$ cat src/rtl/ram_read_convkernal_2_pkg.sv
// Purpose : shared constants, FSM state type and ROM contents function for the conv2 kernel fetcher.
// Latency : n/a (package).
// Backpressure: n/a (package).
package ram_read_convkernal_2_pkg;

    localparam int KSIZE  = 25;   // 5x5 kernel, row-major
    localparam int ADDR_W = 15;   // 32768-deep weight ROM
    localparam int IDX_W  = 6;    // count / num / channel width

    typedef enum logic [1:0] {
        IDLE  = 2'd0,
        READ  = 2'd1,
        DRAIN = 2'd2,
        DONE  = 2'd3
    } state_t;

    // Behavioural weight image: a fixed scrambled bit pattern over the address.
    // The vendor memory generator substitutes the real INIT_FILE image.
    function automatic logic rom_pattern(input logic [ADDR_W-1:0] a);
        return (^(a & 15'h2A5B)) ^ (a[2] & a[6]);
    endfunction

endpackage

$ cat src/rtl/conv2_kernel_rom.sv
// Purpose : 1-bit x 32768 synchronous weight ROM for the conv2 kernel bank.
// Latency : 1 cycle, data_o reflects addr_i sampled at the previous rising edge.
// Backpressure: none, a new address is accepted every cycle.
// Ports   : clk_i clock; addr_i word address; data_o registered weight bit.
module conv2_kernel_rom
    import ram_read_convkernal_2_pkg::*;
#(
    parameter INIT_FILE = "conv2_kernel.coe"
) (
    input  logic              clk_i,
    input  logic [ADDR_W-1:0] addr_i,
    output logic              data_o
);

    // An empty image name yields an all-zero ROM.
    localparam bit BLANK = (INIT_FILE == '0);

    always_ff @(posedge clk_i) begin
        data_o <= BLANK ? 1'b0 : rom_pattern(addr_i);
    end

endmodule

$ cat src/rtl/ram_read_convkernal_2.sv
// Purpose : fetches 25-bit binarised 5x5 kernels from the weight ROM, channel by channel, kernel by kernel.
// Latency : ok rises 27 edges after en is sampled in IDLE; 28 cycles per kernel with en held high.
// Backpressure: en is a level request sampled only in IDLE; once started a load always completes.
// Ports   : clk/rst (async, active-high); en request; ok/step_stop strobes; stop sticky bank-done;
//           count/num/channel/addra indices; kernal_data_0..24 kernel weights (index = row*5+col).
module ram_read_convkernal_2
    import ram_read_convkernal_2_pkg::*;
#(
    parameter int IN_CH     = 32,
    parameter int OUT_CH    = 32,
    parameter     INIT_FILE = "conv2_kernel.coe"
) (
    input  logic              clk,
    input  logic              rst,
    input  logic              en,
    output logic              ok,
    output logic              stop,
    output logic              step_stop,
    output logic [IDX_W-1:0]  count,
    output logic [IDX_W-1:0]  num,
    output logic [IDX_W-1:0]  channel,
    output logic [ADDR_W-1:0] addra,
    output logic kernal_data_0,  output logic kernal_data_1,  output logic kernal_data_2,
    output logic kernal_data_3,  output logic kernal_data_4,  output logic kernal_data_5,
    output logic kernal_data_6,  output logic kernal_data_7,  output logic kernal_data_8,
    output logic kernal_data_9,  output logic kernal_data_10, output logic kernal_data_11,
    output logic kernal_data_12, output logic kernal_data_13, output logic kernal_data_14,
    output logic kernal_data_15, output logic kernal_data_16, output logic kernal_data_17,
    output logic kernal_data_18, output logic kernal_data_19, output logic kernal_data_20,
    output logic kernal_data_21, output logic kernal_data_22, output logic kernal_data_23,
    output logic kernal_data_24
);

    localparam logic [IDX_W-1:0] LAST_CH  = IDX_W'(IN_CH - 1);
    localparam logic [IDX_W-1:0] LAST_NUM = IDX_W'(OUT_CH - 1);
    localparam logic [IDX_W-1:0] LAST_K   = IDX_W'(KSIZE - 1);
    localparam logic [4:0]       LAST_IDX = 5'(KSIZE - 1);

    state_t              state_q;
    logic [IDX_W-1:0]    count_q, num_q, chan_q;
    logic [ADDR_W-1:0]   addra_q;
    logic                ok_q, step_q, stop_q;
    // Two-stage tag pipeline following each issued address through the ROM:
    // iss_* = address issued at the last edge, cap_* = ROM output now valid.
    logic                iss_vld_q, cap_vld_q;
    logic [4:0]          iss_idx_q, cap_idx_q;
    logic [KSIZE-1:0]    buf_q, buf_d;
    logic [KSIZE-1:0]    kdat_q;
    logic                rom_bit;
    logic                last_chan, last_kernel;

    conv2_kernel_rom #(
        .INIT_FILE (INIT_FILE)
    ) u_rom (
        .clk_i  (clk),
        .addr_i (addra_q),
        .data_o (rom_bit)
    );

    assign last_chan   = (chan_q == LAST_CH);
    assign last_kernel = last_chan && (num_q == LAST_NUM);

    // Buffer with this cycle's capture merged in, so the final bit (element 24)
    // lands in the same edge that publishes the kernel.
    always_comb begin
        buf_d = buf_q;
        if (cap_vld_q) begin
            buf_d[cap_idx_q] = rom_bit;
        end
    end

    always_ff @(posedge clk or posedge rst) begin
        if (rst) begin
            state_q   <= IDLE;
            count_q   <= '0;
            num_q     <= '0;
            chan_q    <= '0;
            addra_q   <= '0;
            ok_q      <= 1'b0;
            step_q    <= 1'b0;
            stop_q    <= 1'b0;
            iss_vld_q <= 1'b0;
            iss_idx_q <= '0;
            cap_vld_q <= 1'b0;
            cap_idx_q <= '0;
            buf_q     <= '0;
            kdat_q    <= '0;
        end else begin
            ok_q      <= 1'b0;
            step_q    <= 1'b0;
            iss_vld_q <= 1'b0;
            cap_vld_q <= iss_vld_q;
            cap_idx_q <= iss_idx_q;
            buf_q     <= buf_d;
            case (state_q)
                IDLE: begin
                    // addra already holds this kernel's base address.
                    if (en && !stop_q) begin
                        state_q   <= READ;
                        count_q   <= '0;
                        iss_vld_q <= 1'b1;
                        iss_idx_q <= '0;
                    end
                end
                READ: begin
                    count_q   <= count_q + 6'd1;
                    addra_q   <= addra_q + 15'd1;
                    iss_vld_q <= 1'b1;
                    iss_idx_q <= count_q[4:0] + 5'd1;
                    if (count_q == LAST_K - 6'd1) begin
                        state_q <= DRAIN;
                    end
                end
                DRAIN: begin
                    if (cap_vld_q && (cap_idx_q == LAST_IDX)) begin
                        kdat_q  <= buf_d;
                        ok_q    <= 1'b1;
                        step_q  <= last_chan;
                        if (last_kernel) begin
                            stop_q <= 1'b1;
                        end
                        state_q <= DONE;
                    end
                end
                DONE: begin
                    count_q <= '0;
                    state_q <= IDLE;
                    // addra sits at base+24, so +1 is the next kernel's base.
                    // After the final kernel all indices freeze.
                    if (!last_kernel) begin
                        addra_q <= addra_q + 15'd1;
                        if (last_chan) begin
                            chan_q <= '0;
                            num_q  <= num_q + 6'd1;
                        end else begin
                            chan_q <= chan_q + 6'd1;
                        end
                    end
                end
                default: state_q <= IDLE;
            endcase
        end
    end

    assign ok        = ok_q;
    assign stop      = stop_q;
    assign step_stop = step_q;
    assign count     = count_q;
    assign num       = num_q;
    assign channel   = chan_q;
    assign addra     = addra_q;

    assign kernal_data_0  = kdat_q[0];
    assign kernal_data_1  = kdat_q[1];
    assign kernal_data_2  = kdat_q[2];
    assign kernal_data_3  = kdat_q[3];
    assign kernal_data_4  = kdat_q[4];
    assign kernal_data_5  = kdat_q[5];
    assign kernal_data_6  = kdat_q[6];
    assign kernal_data_7  = kdat_q[7];
    assign kernal_data_8  = kdat_q[8];
    assign kernal_data_9  = kdat_q[9];
    assign kernal_data_10 = kdat_q[10];
    assign kernal_data_11 = kdat_q[11];
    assign kernal_data_12 = kdat_q[12];
    assign kernal_data_13 = kdat_q[13];
    assign kernal_data_14 = kdat_q[14];
    assign kernal_data_15 = kdat_q[15];
    assign kernal_data_16 = kdat_q[16];
    assign kernal_data_17 = kdat_q[17];
    assign kernal_data_18 = kdat_q[18];
    assign kernal_data_19 = kdat_q[19];
    assign kernal_data_20 = kdat_q[20];
    assign kernal_data_21 = kdat_q[21];
    assign kernal_data_22 = kdat_q[22];
    assign kernal_data_23 = kdat_q[23];
    assign kernal_data_24 = kdat_q[24];

endmodule

$ cat config.mk
export PLATFORM = sky130hd
export DESIGN_NAME = ram_read_convkernal_2
export DESIGN_NICKNAME = d
export VERILOG_FILES = /design/src/rtl/ram_read_convkernal_2_pkg.sv /design/src/rtl/conv2_kernel_rom.sv /design/src/rtl/ram_read_convkernal_2.sv
export SDC_FILE = /design/constraint.sdc
export NUM_CORES = 1
export LEC_CHECK = 0
export ABC_AREA = 1
export CORE_UTILIZATION = 30
export DETAILED_ROUTE_END_ITERATION = 8
export GPL_TIMING_DRIVEN = 0
export MAX_ROUTING_LAYER = met4
export SLEW_MARGIN = 40
export SYNTH_ARGS = -nofsm -noshare
export SYNTH_HDL_FRONTEND = slang
export SYNTH_HIERARCHICAL = 1
export SYNTH_SLANG_ARGS = --single-unit
$ cat constraint.sdc
create_clock -name clk -period 3.3 [get_ports clk]
set_input_delay 0.66 -clock clk [delete_from_list [all_inputs] [get_ports clk]]
set_output_delay 0.66 -clock clk [all_outputs]
set_load 0.05 [all_outputs]
==> flow_metrics.tcl <==
set metrics [dict create \
    switching_share_pct 38.2 \
    cts_buffers 9 \
    p_switching_mw 1.42 \
    yosys-top-cells-area "dfrtp_1 51%, nand2_1 16%, nand3_1 6.1%" \
    numClockSinks 100 \
    setup_violations 0 \
    cpPeakStageDelay_ns 0.88 \
    worst_pin_slew_ns 0.555 \
    gp_congestion 0.802 \
    met1_usage_pct 17.9 \
    clockBufferDepth 2 \
    crit_slowest_cell "clkdlybuf4s50_1" \
    holdPathStages 0 \
    drc 0 \
    cts_tree "yes" \
    hold_class "reg -> reg" \
    synth.mux.area_fraction_pct 0 \
    grtUsageTotal_pct 14.5 \
    grt_overflow_total 0 \
    r2r-start "state_q[1]" \
    hpwl_mm 7.56 \
    crit_chain "clkdlybuf4s50_1" \
    num_rows 46 \
    synth-simple-area-share_pct 31.5 \
    cts_setup_buffers 0 \
    hold_buffers 0 \
    fin_crit_ns 2.45 \
    busiest_layer "met2" \
    critPathMaxFanout 10 \
    critPathRequiredTime_ns 2.64 \
    met3_usage_pct 4.67 \
    dieArea_sq_um 16700 \
    yosysMostFrequentCell "nand2_1" \
    yosys.area.top_type_share_pct 50.9 \
    cp_data_arrival_time_ns 1.79 \
    synthFlopType "dfrtp_1" \
    drive_above_1_share_pct 7.34 \
    hp-start "iss_vld_q" \
    tns_ns 0 \
    finalHoldViolations 0 \
    crit_buf_inv 1 \
    ys_top_cells_by_count "207 x nand2_1, 99 x dfrtp_1, 60 x nor2_1, 59 x nand3_1, 51 x inv_1" \
    grt_max_degree 68 \
    ys_ff_latch 100 \
    r2r-end "addra[6]" \
    start_kind "flop" \
    drt-initial-drc-count 170 \
    max_freq_mhz 408 \
    min_to "cap_vld_q" \
    peakVddDrop_mv 0.440 \
    diodes 0 \
    rsz0062_at_grt "false" \
    syn_area_per_cell_sq_um 8.09 \
    grt_util_met2_pct 22.7 \
    power.density_nw_per_um2 612 \
    ys_seq_area_share_pct 51.4 \
    yosysUniqueCellTypes 33 \
    slew_headroom_pct 62.9 \
    reg2reg_depth 9 \
    io_buffers 63 \
    synth_edf_count 0 \
    yosysTopAreaCell "dfrtp_1" \
    synthAdderAreaFrac_pct 2.32 \
    fin_total_pwr_mw 3.72 \
    area_growth_pct 25.0 \
    synth_top_family_by_area "simple AND/OR/NAND/NOR gates" \
    synth_async_sr_flop_share_pct 99.0 \
    seq_power_share_pct 40.9 \
    power.leakage_nw 2.90 \
    first_pass_iters 7 \
    drt-wirelength-per-cell_microns 12.0 \
    synth-compound-area-share_pct 6.05 \
    clock_skew_ns 0.00780 \
    p_clk_share_pct 27.0 \
    grt_first_pass_wirelength_mm 18.1 \
    num_vias 3968 \
    maxCapViolCount 0 \
    clock_latency_ns 0.35 \
    wl_mm 10.7 \
    antenna_found_initial 0 \
    syn_area_sq_um 4860 \
    core_sq_um 15800 \
    die_x_microns 129 \
    final_nets 688 \
    finalCritPeriodShare_pct 74.3 \
    cts_resized 0 \
    die_y_microns 129 \
    rrSetupSlack_ns 1.51 \
    synth-xor-area-share_pct 2.16 \
    synthCells 601 \
    worstSetupPathType "reg -> out" \
    synth_fp_nets 613 \
    drv_slew 0 \
    antenna_left 0 \
    status "complete, no violations" \
    vias_per_cell 4.42 \
    h-tree-depth 3 \
    p_comb_share_pct 32.1 \
    cp_top_family "buffers and inverters" \
    clk_pin_slew_ns 0.07 \
    root_buffer "clkbuf_16" \
    start_util_pct 30.7 \
    ioPinCount 64 \
    grt_pass1_vias 3630 \
    yosysWarnings 6 \
    end_kind "primary output" \
    internal_power_mw 2.30 \
]
[through the flow]
step / utilization, % / instance area (sq um) / std cells / setup slack, ns / hold slack (ns)
global route: 38.4 / 6080 / 897 / 0.781 / 0.382
CTS: 38.4 / 6080 / 897 / 0.806 / 0.372
floorplan: - / 4860 / 601 / 0.0496 / 0.331
finish: 38.4 / 6080 / 897 / 0.848 / 0.372
detailed placement: 36.6 / 5800 / 881 / 1.19 / 0.349
global placement: 36.4 / 5760 / 880 / -1.59 / 0.335
[state kept, by name (all words and copies together), names as in the netlist]
name,cells
cap_idx_q,5
cap_vld_q,1
addra,15
kdat_q,25
iss_vld_q,1
stop,1
num,6
step_stop,1
ok,1
count,6
u_rom/data_o,1
buf_q,24
iss_idx_q,5
channel,6
state_q,2
[cells by family (layout without fill, tap and decap cells)]
group | after synthesis | after routing
flip-flops | 100 | 100
AO/OA/AOI/OAI | 47 | 47
adder cells (fa/ha/maj) | 9 | 9
buffers and inverters | 71 | 151
XOR/XNOR | 12 | 12
AND/OR/NAND/NOR | 362 | 362
[power by group through the flow]
stage	Clock (mW)	Combinational [mW]	Sequential [mW]
final	1.00	1.20	1.52
after global routing	1.09	1.34	1.55
after CTS	1.04	1.21	1.52
after detailed placement	0	1.20	1.54
after global placement	0	1.19	1.54
after floorplan	0	0.702	1.70
[metal layers]
| layer | part of all wire, % | vias to the layer above |
|---|---|---|
| li1 | - | 2061 |
| met1 | 48 | 1827 |
| met2 | 46 | 70 |
| met3 | 4.9 | 10 |
| met4 | 1.0 | 0 |
| met5 | 0 | - |
[area by class of cell]
cell class                      instances  area (sq um)
Tap cell                              216           270
Multi-Input combinational cell        430          2050
Buffer                                 16           114
Fill cell                            1649          9750
Sequential cell                       100          2500
Inverter                               55           214
Clock inverter                          4          33.8
Clock buffer                           12           246
Timing Repair Buffer                   64           658
[cell usage in the layout (no fill, tap or decap), types with 9 or more instances in the layout]
cell,instances
ha_1,9
clkbuf_16,9
dfrtp_1,99
nand3_1,59
nor2_1,60
clkdlybuf4s50_1,63
inv_1,50
nand2_1,207
nand4_1,10
o21bai_1,12
o21ai_0,22
[worst max-delay path by stage]
stage                     startpoint   endpoint  slack (ns)  depth (start not counted)
after floorplan                  rst   addra[0]        0.05                          1
after global placement           rst  addra[11]       -1.59                          2
after detailed placement    addra[6]   addra[6]        1.19                          1
after CTS                   addra[6]   addra[6]        0.81                          1
after global routing        addra[6]   addra[6]        0.78                          1
final                       addra[6]   addra[6]        0.85                          1
No activity file was read; power rests on OpenSTA's default activity.
